==> src/rtl/id_ex_stage_pkg.sv <==
// rtl/id_ex_stage_pkg.sv - shared ID/EX pipeline constants
package id_ex_stage_pkg;

  localparam int CTRL_W        = 8;
  localparam int CTRL_REGWRITE = 7;
  localparam int CTRL_MEMTOREG = 6;
  localparam int CTRL_MEMWRITE = 5;
  localparam int CTRL_ALUSRC   = 4;
  localparam int CTRL_REGDST   = 3;
  localparam int CTRL_ALUCTL_MSB = 2;
  localparam int CTRL_ALUCTL_LSB = 0;

  localparam logic [CTRL_W-1:0] CTRL_BUBBLE = 8'h00;

endpackage

==> src/rtl/id_ex_stage_load_use_detect.sv <==
// rtl/id_ex_stage_load_use_detect.sv - combinational load-use hazard detect
module load_use_detect #(
  parameter int REG_AW = 5
) (
  input  logic              valid_d,
  input  logic              valid_e,
  input  logic              memtoreg_e,
  input  logic [REG_AW-1:0] rs_d,
  input  logic [REG_AW-1:0] rt_d,
  input  logic [REG_AW-1:0] rte_ex,
  output logic              lwstall
);

  logic rte_nonzero;
  logic src_match;

  // rt_d is compared even for I-type users; the extra stall is harmless
  assign rte_nonzero = |rte_ex;
  assign src_match   = (rs_d == rte_ex) | (rt_d == rte_ex);
  assign lwstall     = valid_d & valid_e & memtoreg_e & rte_nonzero & src_match;

endmodule

==> src/rtl/id_ex_stage.sv <==
// rtl/id_ex_stage.sv - ID/EX pipeline register with load-use bubble insertion
module id_ex_stage
  import id_ex_stage_pkg::*;
#(
  parameter int DATA_W = 32,
  parameter int REG_AW = 5,
  parameter int CNT_W  = 16
) (
  input  logic              clk,
  input  logic              rst_n,
  input  logic              valid_d,
  input  logic [CTRL_W-1:0] ctrl_d,
  input  logic [DATA_W-1:0] rd1_d,
  input  logic [DATA_W-1:0] rd2_d,
  input  logic [REG_AW-1:0] rs_d,
  input  logic [REG_AW-1:0] rt_d,
  input  logic [REG_AW-1:0] rd_d,
  input  logic [DATA_W-1:0] signimm_d,
  input  logic              flush_e,
  output logic              valid_e,
  output logic [CTRL_W-1:0] ctrl_e,
  output logic [DATA_W-1:0] rd1_e,
  output logic [DATA_W-1:0] rd2_e,
  output logic [REG_AW-1:0] rse_ex,
  output logic [REG_AW-1:0] rte_ex,
  output logic [REG_AW-1:0] rde_ex,
  output logic [DATA_W-1:0] signimm_e,
  output logic              stall_f,
  output logic              stall_d,
  output logic [CNT_W-1:0]  bubble_cnt
);

  logic lwstall;
  logic bubble;

  load_use_detect #(
    .REG_AW (REG_AW)
  ) u_load_use_detect (
    .valid_d    (valid_d),
    .valid_e    (valid_e),
    .memtoreg_e (ctrl_e[CTRL_MEMTOREG]),
    .rs_d       (rs_d),
    .rt_d       (rt_d),
    .rte_ex     (rte_ex),
    .lwstall    (lwstall)
  );

  assign stall_f = lwstall;
  assign stall_d = lwstall;
  assign bubble  = flush_e | lwstall;

  // Bubbles zero the specifiers too so the forwarding unit sees no match
  always_ff @(posedge clk or negedge rst_n) begin
    if (!rst_n) begin
      valid_e   <= 1'b0;
      ctrl_e    <= CTRL_BUBBLE;
      rd1_e     <= '0;
      rd2_e     <= '0;
      rse_ex    <= '0;
      rte_ex    <= '0;
      rde_ex    <= '0;
      signimm_e <= '0;
    end else if (bubble) begin
      valid_e   <= 1'b0;
      ctrl_e    <= CTRL_BUBBLE;
      rd1_e     <= '0;
      rd2_e     <= '0;
      rse_ex    <= '0;
      rte_ex    <= '0;
      rde_ex    <= '0;
      signimm_e <= '0;
    end else begin
      valid_e   <= valid_d;
      ctrl_e    <= valid_d ? ctrl_d : CTRL_BUBBLE;
      rd1_e     <= rd1_d;
      rd2_e     <= rd2_d;
      rse_ex    <= rs_d;
      rte_ex    <= rt_d;
      rde_ex    <= rd_d;
      signimm_e <= signimm_d;
    end
  end

  // Counts load-use stalls only; flushes are not bubbles of interest here
  always_ff @(posedge clk or negedge rst_n) begin
    if (!rst_n) begin
      bubble_cnt <= '0;
    end else if (lwstall && (bubble_cnt != {CNT_W{1'b1}})) begin
      bubble_cnt <= bubble_cnt + CNT_W'(1);
    end
  end

endmodule

==> config.mk <==
export PLATFORM = sky130hd
export DESIGN_NAME = id_ex_stage
export DESIGN_NICKNAME = d
export VERILOG_FILES = /design/src/rtl/id_ex_stage_pkg.sv /design/src/rtl/id_ex_stage_load_use_detect.sv /design/src/rtl/id_ex_stage.sv
export SDC_FILE = /design/constraint.sdc
export NUM_CORES = 1
export LEC_CHECK = 0
export CAP_MARGIN = 25
export CORE_MARGIN = 10
export CORE_UTILIZATION = 35
export DETAILED_ROUTE_END_ITERATION = 7
export HOLD_SLACK_MARGIN = 0.1
export MAX_ROUTING_LAYER = met4
export PLACE_DENSITY_LB_ADDON = 0.1
export SLEW_MARGIN = 40
export SYNTH_ARGS = -nofsm -noshare
export SYNTH_HDL_FRONTEND = slang
export SYNTH_SLANG_ARGS = --single-unit
==> constraint.sdc <==
create_clock -name clk -period 1.8 [get_ports clk]
set_input_delay 0.36 -clock clk [delete_from_list [all_inputs] [get_ports clk]]
set_output_delay 0.36 -clock clk [all_outputs]
set_load 0.005 [all_outputs]
# Word-level counts from Yosys, hierarchy flattened
# Index checks and enable logic that the tools add are counted.
[word_totals]
inputBits = 123
out_inout_bits = 138
regBits = 136
wordCells = 30
[classes]
n_eq_ne = 3
n_addsub = 1
n_bitwise = 6
n_reduce_logical = 2
muxes = 9
[ops]
columns = ["cell", "n"]
rows = [
  ["32-bit two-way mux", 3],
  ["16-bit by 1-bit adder with 16-bit output, second input constant", 1],
  ["8-bit two-way mux", 2],
  ["16-bit != test, second input constant", 1],
  ["5-bit two-way mux", 3],
  ["5-bit == test", 2],
  ["5-bit OR reduction", 1],
  ["1-bit bitwise AND", 4],
  ["1-bit OR", 2],
  ["1-bit logical AND", 1],
  ["1-bit two-way mux", 1],
]

# Logic depth before layout (Yosys ltp)
# Gate-level depths: netlist (run 1).
[depth]
ltp_word = 6
ltp_mapped = 7
mapped_depth_nobuf = 6

# Cells and area by module
# From an unflattened synthesis (run 1), not the netlist that was laid out.
[hier_totals]
hier_cells = 341
hier_area_um2 = 4742.0
[by_module_without_submodules]
columns = ["module", "seq_area_each_um2", "cells_each", "area_per_inst_um2", "n_inst"]
rows = [
  ["id_ex_stage", 3403.3, 324, 4613.2, 1],
  ["load_use_detect", 0.0, 17, 128.9, 1],
]

# Worst setup path after synthesis (run 1)
# OpenSTA, ideal clock, no wires.
[synth_path]
path_kind = "register to output"
from = "register rte_ex[1]"
to = "output stall_f"
slack_ns = -0.234
t_required_ns = 1.440
path_stages_with_launch = 7
path_buffers = 2
arrival_ns = 1.674
cell_sequence = "dfrtp_1 -> xnor2_1 -> nand3_1 -> o22ai_1 -> clkbuf_1 -> and2_1 -> buf_4"
[synth_between]
elab_chain_len = 3
elab_cells_between_ends = 6
cone_classes = "eq/ne (2); bitwise (3); reduce/logical (1)"
[synth_rtl]
columns = ["element", "line", "rtl"]
rows = [
  ["from (decl)", "id_ex_stage.sv:25", "output logic [REG_AW-1:0] rte_ex,"],
  ["from (signal assigned)", "id_ex_stage.sv:78", "rte_ex <= rt_d;"],
  ["5-bit == test / 5-bit OR reduction (equally long branches)", "id_ex_stage_load_use_detect.sv:19, id_ex_stage_load_use_detect.sv:18", ""],
  ["1-bit OR / 1-bit bitwise AND (equally long branches)", "id_ex_stage_load_use_detect.sv:19, id_ex_stage_load_use_detect.sv:20", ""],
  ["1-bit bitwise AND *", "id_ex_stage_load_use_detect.sv:20", "assign lwstall = valid_d & valid_e & memtoreg_e & rte_nonzero & src_match;"],
  ["to (decl)", "id_ex_stage.sv:28", "output logic stall_f,"],
]
# Every way passes the cells marked *; elsewhere a longest branch is shown, timed or not.

# Final worst setup path (run 1)
[layout_path]
from = "register rte_ex[0]"
to = "output stall_f"
# Same word-level chain as after synthesis.

==> results of run 1 <==
## path summary, 6_finish.rpt
check                               start        endpoint  slack, ns  cells past startpoint
setup reg to reg                rte_ex[0]       rd2_e[16]      -0.29                      9
max in group asynchronous           rst_n       rd2_e[26]       0.80                      3
min in group clk                 rd1_d[0]        rd1_e[0]       0.50                      2
setup / recovery                rte_ex[0]         stall_f      -0.36                      5
hold / removal                      rst_n       rd2_e[10]       0.43                      2
hold reg to reg            bubble_cnt[13]  bubble_cnt[13]       0.53                      1
## cell usage in the layout, fill, tap and decap left out, types with 6 or more instances in the layout
cell type	instances
sky130_fd_sc_hd__clkdlybuf4s50_1	242
sky130_fd_sc_hd__dfrtp_1	136
sky130_fd_sc_hd__and2_1	71
sky130_fd_sc_hd__and2_4	49
sky130_fd_sc_hd__buf_4	42
sky130_fd_sc_hd__clkbuf_16	21
sky130_fd_sc_hd__xnor2_1	18
sky130_fd_sc_hd__buf_6	15
sky130_fd_sc_hd__nand4_1	9
sky130_fd_sc_hd__dlymetal6s2s_1	8
sky130_fd_sc_hd__buf_12	8
sky130_fd_sc_hd__nand2_1	7
sky130_fd_sc_hd__dlygate4sd2_1	7
sky130_fd_sc_hd__bufinv_16	6
## metrics by stage
stage	hold slack, ns	power, mW	setup WS (ns)	instances
finish	0.433	8.25	-0.355	873
global route	0.457	8.53	-0.405	873
CTS	0.431	8.26	-0.418	866
detailed placement	0.296	4.17	-0.633	805
global placement	0.294	4.16	-0.628	805
floorplan	0.0644	3.49	-0.115	347
## area by class of cell
type	instances	area [um2]
antenna	1	2.50
clock buffer	20	457
clock inverter	12	221
fill	979	4100
inverter	1	3.75
multi-input combinational	195	1560
sequential	136	3400
tap	176	220
timing repair buffer	332	3440
## flip-flops by register name, indices dropped and copies added (netlist names)
signal      flops
valid_e         1
rd2_e          32
rd1_e          32
rte_ex          5
bubble_cnt     16
rse_ex          5
rde_ex          5
ctrl_e          8
signimm_e      32
## what timing repair did
action	in CTS	in global routing
hold endpoints to repair	33	0
resized for setup	49	71
cloned	7	8
hold buffers	1	0
buffers inserted	23	8
endpoints found under the setup margin	132	146
pin swaps	19	19
## logic make-up (layout without fill, tap and decap cells)
group / Yosys count / count (layout) / synth area share [%]
xor+xnor: 25 / 25 / 4.53
mux: 1 / 1 / 0.233
compound gates: 4 / 5 / 0.751
simple gates: 163 / 163 / 20.7
fa+ha+maj: 1 / 1 / 0.259
flops: 136 / 136 / 70.4
buf+inv: 17 / 365 / 3.06
other cells: 0 / 1 / 0
## per-layer routing
metal	vias up	global-route usage (%)	wire (um)
met5	-	-	0
met4	0	6.91	334
met3	27	6.77	1710
met2	173	29.1	8750
met1	1871	18.9	6430
li1	1783	-	-
## power by group through the flow
stage / registers (mW) / logic [mW] / clock network (mW)
6_report: 3.24 / 1.07 / 3.94
5_1_grt: 3.25 / 1.15 / 4.14
4_1_cts: 3.24 / 1.01 / 4.01
3_5_place_dp: 3.29 / 0.878 / 0
3_3_place_gp: 3.29 / 0.870 / 0
2_1_floorplan: 3.31 / 0.174 / 0
==> flow_metrics.tcl, run 1 <==
set metrics [dict create \
    outcome "finished, violations left" \
    violations "negative setup slack" \
    cells_along_the_critical_path "or4_4 -> o21ai_4 -> inv_2 -> and2_4 -> buf_6" \
    cp_max_fo 2 \
    p_sw_mw 1.66 \
    post-route-period-util_pct 120 \
    grt_overflow_total 0 \
    timing_worst_slew_pin_value_ns 0.402 \
    cts.sinks 136 \
    drt_wl_total_um 17200 \
    antenna_found_initial 1 \
    place_congestion 0.805 \
    initial_utilization_pct 36.1 \
    critPathMaxStageDelay_ns 0.55 \
    final.setup.worst_slack_ns -0.355 \
    worstPathBufferInverterCount 2 \
    syn_avg_cell_area_um2 13.9 \
    clk-insertion-delay-late_ns 0.41 \
    synth_edf_count 0 \
    maxCapViolCount 0 \
    cellInternalPower_mw 6.58 \
    post-dp-hpwl_um 12000 \
    cts_tree "yes" \
    worst_path_max_delay_cell "sky130_fd_sc_hd__or4_4" \
    setup_total_negative_slack_ns -24.06 \
    power.share.clock_pct 47.7 \
    die_height_um 138 \
    synth_nets 471 \
    htree_num_levels 4 \
    minimum_clock_period_after_layout_ns 2.16 \
    switching_share_pct 20.2 \
    finalSetupViolCount 126 \
    design.final.nets 807 \
    clock-root-buffer "sky130_fd_sc_hd__clkbuf_16" \
    critical_path_required_ns 1.44 \
    power.share.sequential_pct 39.2 \
    yosysMostFrequentCell "sky130_fd_sc_hd__dfrtp_1" \
    synth_cells 347 \
    cts_made_buffers 17 \
    drt-wirelength-per-cell_um 19.7 \
    detailed_place.area_um2 7880 \
    synth_sequential_area_ratio_pct 70.4 \
    crit_family "simple AND/OR/NAND/NOR gates" \
    stdcell_area_um2 9300 \
    ys_top_cells_by_count "136 x sky130_fd_sc_hd__dfrtp_1, 120 x sky130_fd_sc_hd__and2_1, 22 x sky130_fd_sc_hd__xnor2_1" \
    unrepaired_setup_endpoints_after_global_routing "yes" \
    floorplan.die_area_um2 18900 \
    placementRows 42 \
    timing.critical_path.arrival_ns 1.80 \
    yosysWarnings 0 \
    finalClockSkew_ns 0.00481 \
    slew_violations 0 \
    powerDensity_nw_per_um2 886 \
    hold_path.class "input port to async pin" \
    post_synth_num_cell_types 28 \
    cp-end-kind "primary output" \
    max_freq_mhz 464 \
    route.vias.total 3854 \
    synthTopCellsByArea "sky130_fd_sc_hd__dfrtp_1 70%, sky130_fd_sc_hd__and2_1 16%, sky130_fd_sc_hd__xnor2_1 4.0%, sky130_fd_sc_hd__buf_6 2.3%, sky130_fd_sc_hd__nand4_1 1.2%" \
    core_area_um2 13400 \
    yosysTopAreaCellShare_pct 70.4 \
    pin_count_of_the_biggest_net_entering_global_routing 42 \
    global_route.usage.total_pct 17.7 \
    postSynthRegisterBits 136 \
    io_pins 261 \
    hold_viol_final 0 \
    port-buffer-count 260 \
    leakage_nw 4.38 \
    clk_path_buf_depth 2 \
    via_per_inst 4.41 \
    critical_path_class "register to primary output" \
    post_synth_instance_area_um2 4830 \
    die-width_um 138 \
    via_count_of_the_first_global_routing_pass 4175 \
    first_pass_iters 4 \
    drtAntennaViolNets 0 \
    finalCoreUtilization_pct 69.4 \
    detail_route.iter0.violations 98 \
    timing.slew.headroom_pct 73.2 \
    grt_pass1_wl_um 24000 \
    peakVddDrop_mv 0.638 \
    power_frac_comb_pct 13.0 \
    cts.clk_slew.worst_paths_ns 0.05 \
    drc 0 \
    synthDominantAreaCellType "sky130_fd_sc_hd__dfrtp_1" \
    flow.area_growth_from_synthesis_pct 92.5 \
    worst_setup_path_start_kind "register" \
    layout-drive-gt1-share_pct 25.4 \
    synth_async_sr_flop_share_pct 100 \
    ys_flop_type "sky130_fd_sc_hd__dfrtp_1" \
]
Note: power is estimated with default switching activity, not from simulation.
==> run 2, diff against run 1 <==
GPL_TIMING_DRIVEN = 0   (was unset)
==> run 2 against run 1 <==
  * The flow still finishes with violations (negative setup slack)
  * Routed wire length is 1.7% lower
  * Combinational power hardly changed
  * Clock skew is 0.0022 ns higher
  * Critical endpoint unchanged
  * Largest cell class is now registers
  * Largest power group unchanged
==> flow_metrics.tcl, run 2 (same netlist as run 1, synthesis figures left out) <==
set metrics [dict create \
    clk_path_buf_depth 2 \
    via_per_inst 4.47 \
    detail_route.iter0.violations 160 \
    io_pins 261 \
    final.setup.worst_slack_ns -0.467 \
    met1_usage_pct 20.0 \
    placed_cells 785 \
    unrepaired_setup_endpoints_after_global_routing "yes" \
    port-buffer-count 260 \
    mostFrequentLayoutCells "250 x sky130_fd_sc_hd__clkdlybuf4s50_1, 127 x sky130_fd_sc_hd__dfrtp_1, 68 x sky130_fd_sc_hd__and2_1, 52 x sky130_fd_sc_hd__and2_4, 19 x sky130_fd_sc_hd__buf_6" \
    core_area_um2 13400 \
    hold_viol_final 0 \
    drt-wirelength-per-cell_um 19.8 \
    global_route.usage.total_pct 18.4 \
    minimum_clock_period_after_layout_ns 2.27 \
    design.final.nets 791 \
    critical_path_class "register to primary output" \
    max_freq_mhz 441 \
    antenna_found_initial 0 \
    finalClockSkew_ns 0.00697 \
    cts_tree "yes" \
    violations "negative setup slack" \
    outcome "finished, violations left" \
    timing.slew.headroom_pct 78.2 \
    clk-insertion-delay-late_ns 0.42 \
    cp-end-kind "primary output" \
    clock-root-buffer "sky130_fd_sc_hd__clkbuf_16" \
    grt_pass1_wl_um 24900 \
    drc 0 \
    peakVddDrop_mv 0.525 \
    place_congestion 0.814 \
    multi_input_gate_area_in_the_final_layout_um2 1600 \
    htree_num_levels 4 \
    timing.critical_path.arrival_ns 1.91 \
    first_pass_iters 4 \
    top_regs "rd1_e x32, rd2_e x32, signimm_e x32" \
    cts.sinks 136 \
    leakage_nw 4.17 \
    grt_overflow_total 0 \
    cts.clk_slew.worst_paths_ns 0.06 \
    route.vias.total 3829 \
    flow.area_growth_from_synthesis_pct 89.3 \
    drtAntennaViolNets 0 \
    finalSetupViolCount 133 \
    filler_cell_count 1009 \
    placementRows 42 \
    grt_busiest_layer "met2" \
    pin_count_of_the_biggest_net_entering_global_routing 57 \
    maxCapViolCount 0 \
    initial_utilization_pct 36.1 \
    timing_worst_slew_pin_value_ns 0.327 \
    instances_no_fill 856 \
    post-dp-hpwl_um 12200 \
    register_area_um2 3410 \
    powerDensity_nw_per_um2 856 \
    die_height_um 138 \
    finalCoreUtilization_pct 68.3 \
    drt_wl_total_um 16900 \
    cp_max_fo 2 \
    post-route-period-util_pct 126 \
    leading_cell_type_in_the_layout_fill_and_taps_excluded "sky130_fd_sc_hd__clkdlybuf4s50_1" \
    setup_total_negative_slack_ns -43.74 \
    hold_path.class "input port to async pin" \
    via_count_of_the_first_global_routing_pass 4253 \
    worst_setup_path_start_kind "register" \
    slew_violations 0 \
    die-width_um 138 \
    floorplan.die_area_um2 18900 \
    antenna_diode_count 0 \
    layout-drive-gt1-share_pct 26.0 \
    grt_util_met3_pct 6.23 \
    grt.met2_usage_pct 30.4 \
    cts_made_buffers 17 \
    critical_path_required_ns 1.44 \
]
## run 2: changes by cell type in the layout (fill, tap and decap cells not counted), moves of 4 or more
cell                              delta
sky130_fd_sc_hd__dfrtp_2             +9
sky130_fd_sc_hd__clkinv_2            +4
sky130_fd_sc_hd__buf_4              -26
sky130_fd_sc_hd__buf_6               +4
sky130_fd_sc_hd__buf_12              -5
sky130_fd_sc_hd__dfrtp_1             -9
sky130_fd_sc_hd__dlygate4sd2_1       -5
sky130_fd_sc_hd__clkdlybuf4s50_1     +8
sky130_fd_sc_hd__buf_8              +12
sky130_fd_sc_hd__clkbuf_16           -4
sky130_fd_sc_hd__dlymetal6s2s_1      -4
## run 2: worst max-delay path, stage by stage (launching register included)
cell and delay [ns]:
sky130_fd_sc_hd__dfrtp_1 0.38, sky130_fd_sc_hd__or4_4 0.55, sky130_fd_sc_hd__o21ai_4 0.15, sky130_fd_sc_hd__inv_2 0.06, sky130_fd_sc_hd__and2_4 0.14, sky130_fd_sc_hd__buf_6 0.10
sky130_fd_sc_hd__buf_6 0.10
## run 2: area by class of cell
class	count	area share, %
tap	176	2.41
multi-input combinational	195	17.5
clock inverter	13	1.67
clock buffer	19	4.95
inverter	1	0.0410
buffer	13	1.90
sequential	136	37.3
timing repair buffer	303	34.2
## run 2: power by group
group	leakage (nW)	total [mW]	internal [mW]	switching, mW
sequential	1.76	3.24	3.19	0.0434
combinational	2.12	1.06	0.717	0.339
clock	0.298	3.53	2.24	1.30
## run 2: worst paths after layout
| kind | startpoint | end | cells past startpoint | slack, ns |
|---|---|---|---|---|
| max | rte_ex[3] | stall_f | 6 | -0.47 |
| min | rst_n | signimm_e[8] | 2 | 0.41 |
| max reg2reg | rte_ex[3] | rd2_e[0] | 10 | -0.44 |
| min reg2reg | bubble_cnt[7] | bubble_cnt[7] | 1 | 0.50 |
| max in group asynchronous | rst_n | signimm_e[1] | 4 | 0.53 |
| min in group clk | rd1_d[4] | rd1_e[4] | 2 | 0.49 |
## run 2: layer usage
| metal | wire length (um) | vias up |
|---|---|---|
| li1 | - | 1755 |
| met4 | 301 | 0 |
| met1 | 6350 | 1880 |
| met5 | 0 | - |
| met3 | 1390 | 24 |
| met2 | 8890 | 170 |
## run 2: metrics by stage
step	setup WS (ns)	cell area (um2)	hold slack [ns]	total power, mW
final	-0.467	9150	0.414	7.83
after global placement	-4.98	7680	0.497	4.14
after floorplan	-0.115	4860	0.0644	3.49
after global routing	-0.526	9150	0.426	8.13
after CTS	-0.526	8980	0.409	7.87
after detailed placement	-1.17	7730	0.268	4.17
## run 2: repair_timing
action / CTS / global route
hold endpoints to repair: 40 / 0
pin swaps: 19 / 14
setup endpoints to repair: 139 / 144
hold buffers: 1 / 0
resized for setup: 83 / 88
buffers inserted: 29 / 9
gates cloned: 14 / 1
==> run 3, diff against run 2 <==
CORE_UTILIZATION = 39   (was 35)
clock period = 2.43 ns   (was 1.8 ns; I/O delays follow)
==> run 3 against run 2 <==
  * The run now ends clean
  * Critical path depth is the same
  * First-iteration DRC count rose by 28%
  * Register-to-register slack improved by 0.76 ns
  * Worst setup slack better by 0.53 ns
  * Largest cell class unchanged
  * Highest routed layer unchanged
==> flow_metrics.tcl, run 3 (same netlist as run 1, synthesis figures left out) <==
set metrics [dict create \
    drc 0 \
    initial_utilization_pct 40.1 \
    flow.area_growth_from_synthesis_pct 76.8 \
    critical_path_required_ns 1.94 \
    die_height_um 131 \
    finalClockSkew_ns 0.00710 \
    cells_along_the_critical_path "or4_4 -> o21ai_4 -> inv_2 -> and2_4 -> buf_6 -> buf_6" \
    drt-wirelength-per-cell_um 18.8 \
    cts_made_buffers 17 \
    placementRows 40 \
    cts.clk_slew.worst_paths_ns 0.06 \
    floorplan.die_area_um2 17200 \
    drt_wl_total_um 15400 \
    timing.slew.headroom_pct 59.4 \
    register_area_um2 3400 \
    finalCoreUtilization_pct 70.8 \
    leakage_nw 3.77 \
    post-dp-hpwl_um 11900 \
    route.top_layer_used "met4" \
    critical_path_class "register to primary output" \
    via_count_of_the_first_global_routing_pass 3782 \
    leading_cell_type_in_the_layout_fill_and_taps_excluded "sky130_fd_sc_hd__clkdlybuf4s50_1" \
    clk-insertion-delay-late_ns 0.41 \
    total_power_mw 6.18 \
    io_pins 261 \
    max_freq_mhz 422 \
    peakVddDrop_mv 0.499 \
    antenna_diode_count 0 \
    worst_setup_path_start_kind "register" \
    core_area_um2 12100 \
    minimum_clock_period_after_layout_ns 2.37 \
    place_congestion 0.816 \
    hold_path.class "register to register" \
    met2WireLength_um 7610 \
    mostFrequentLayoutCells "257 x sky130_fd_sc_hd__clkdlybuf4s50_1, 136 x sky130_fd_sc_hd__dfrtp_1, 119 x sky130_fd_sc_hd__and2_1, 19 x sky130_fd_sc_hd__xnor2_1, 17 x sky130_fd_sc_hd__clkbuf_16" \
    amount_of_wire_on_met3_after_detailed_routing_um 1370 \
    route.layer.met1.wl_um 6150 \
    htree_num_levels 4 \
    worst_path_max_delay_cell "sky130_fd_sc_hd__or4_4" \
    outcome "completed" \
    design.final.nets 762 \
    grt_pass1_wl_um 23300 \
    cts.sinks 136 \
    power_frac_comb_pct 10.7 \
    via_per_inst 4.36 \
    finalSetupViolCount 0 \
    detail_route.iter0.violations 205 \
    post-route-period-util_pct 97.5 \
    maxCapViolCount 0 \
    grt_overflow_total 0 \
    top_regs "rd1_e x32, rd2_e x32, signimm_e x32" \
    hold-worst-slack_ns 0.516 \
    timing_worst_slew_pin_value_ns 0.609 \
    multi_input_gate_area_in_the_final_layout_um2 1330 \
    p_sw_mw 1.19 \
    critPathMaxStageDelay_ns 0.55 \
    port-buffer-count 260 \
    cp_max_fo 2 \
    drtAntennaViolNets 0 \
    slew_violations 0 \
    clk_path_buf_depth 2 \
    global_route.usage.total_pct 18.2 \
    cellInternalPower_mw 4.99 \
    place_ws_ns -1.10 \
    cpMostUsedCell "sky130_fd_sc_hd__buf_6" \
    power.share.sequential_pct 38.8 \
    power.share.clock_pct 50.5 \
    powerDensity_nw_per_um2 723 \
    pin_count_of_the_biggest_net_entering_global_routing 76 \
    hold_viol_final 0 \
    first_pass_iters 4 \
    setup_total_negative_slack_ns 0 \
    die-width_um 131 \
    layout-drive-gt1-share_pct 10.8 \
    antenna_found_initial 0 \
    cts_tree "yes" \
    switching_share_pct 19.2 \
    cp-end-kind "primary output" \
    clock-root-buffer "sky130_fd_sc_hd__clkbuf_16" \
    route.vias.total 3568 \
    final.setup.worst_slack_ns 0.0603 \
    filler_cell_count 865 \
    timing.critical_path.arrival_ns 1.88 \
]
## run 3: cell count changes in the layout (fill, tap and decap cells not counted), moves of 7 or more
cell	change
sky130_fd_sc_hd__and2_1	+51
sky130_fd_sc_hd__and2_4	-51
sky130_fd_sc_hd__buf_8	-14
sky130_fd_sc_hd__dfrtp_1	+9
sky130_fd_sc_hd__dfrtp_2	-9
sky130_fd_sc_hd__buf_6	-7
sky130_fd_sc_hd__clkdlybuf4s50_1	+7
## run 3: layer usage
layer	global-route usage, %	up-vias
met4	5.81	0
met5	-	-
met1	20.5	1703
met2	29.1	167
li1	-	1681
met3	7.43	17
## run 3: power by group through the flow
stage	combinational [mW]	clock (mW)	sequential (mW)
after floorplan	0.127	0	2.45
after global placement	0.624	0	2.44
after detailed placement	0.639	0	2.44
after CTS	0.669	3.17	2.40
after global routing	0.713	3.27	2.41
final	0.660	3.12	2.40
## run 3: cell type report
cell class                 instances  area share (%)
inverter                           1          0.0439
timing repair buffer             273            31.9
clock buffer                      19            5.30
multi-input combinational        194            15.6
clock inverter                    12            3.16
buffer                            15            1.68
sequential                       136            39.8
tap                              168            2.46
## run 3: worst max-delay path, delay by kind of cell, from the launching register on
family / cells / cell delay (ns)
AOI/OAI and AO/OA: 1 / 0.15
buffers and inverters: 3 / 0.26
DFF: 1 / 0.38
and+or+nand+nor: 2 / 0.69
## run 3: what timing repair did
action | CTS | global route
hold buffers | 1 | 0
gates resized for setup | 16 | 3
setup buffers | 10 | 1
endpoints found under the setup margin | 2 | 2
pin swaps | 6 | 4
hold endpoints to repair | 61 | 0
## run 3: worst paths after layout
| path | to | from | slack, ns | depth (start not counted) |
|---|---|---|---|---|
| worst min register to register | bubble_cnt[4] | bubble_cnt[4] | 0.52 | 1 |
| min in group asynchronous | rd2_e[1] | rst_n | 0.60 | 2 |
| worst max register to register | bubble_cnt[13] | bubble_cnt[0] | 0.32 | 6 |
| max in group asynchronous | bubble_cnt[14] | rst_n | 1.11 | 3 |
| worst min-delay path | bubble_cnt[4] | bubble_cnt[4] | 0.52 | 1 |
| worst max-delay path | stall_f | rte_ex[2] | 0.06 | 6 |
## run 3: through the flow
step / cell area (um2) / instances
finish: 8540 / 818
global route: 8540 / 818
CTS: 8530 / 818
detailed placement: 7680 / 776
global placement: 7640 / 775
floorplan: 4830 / 347
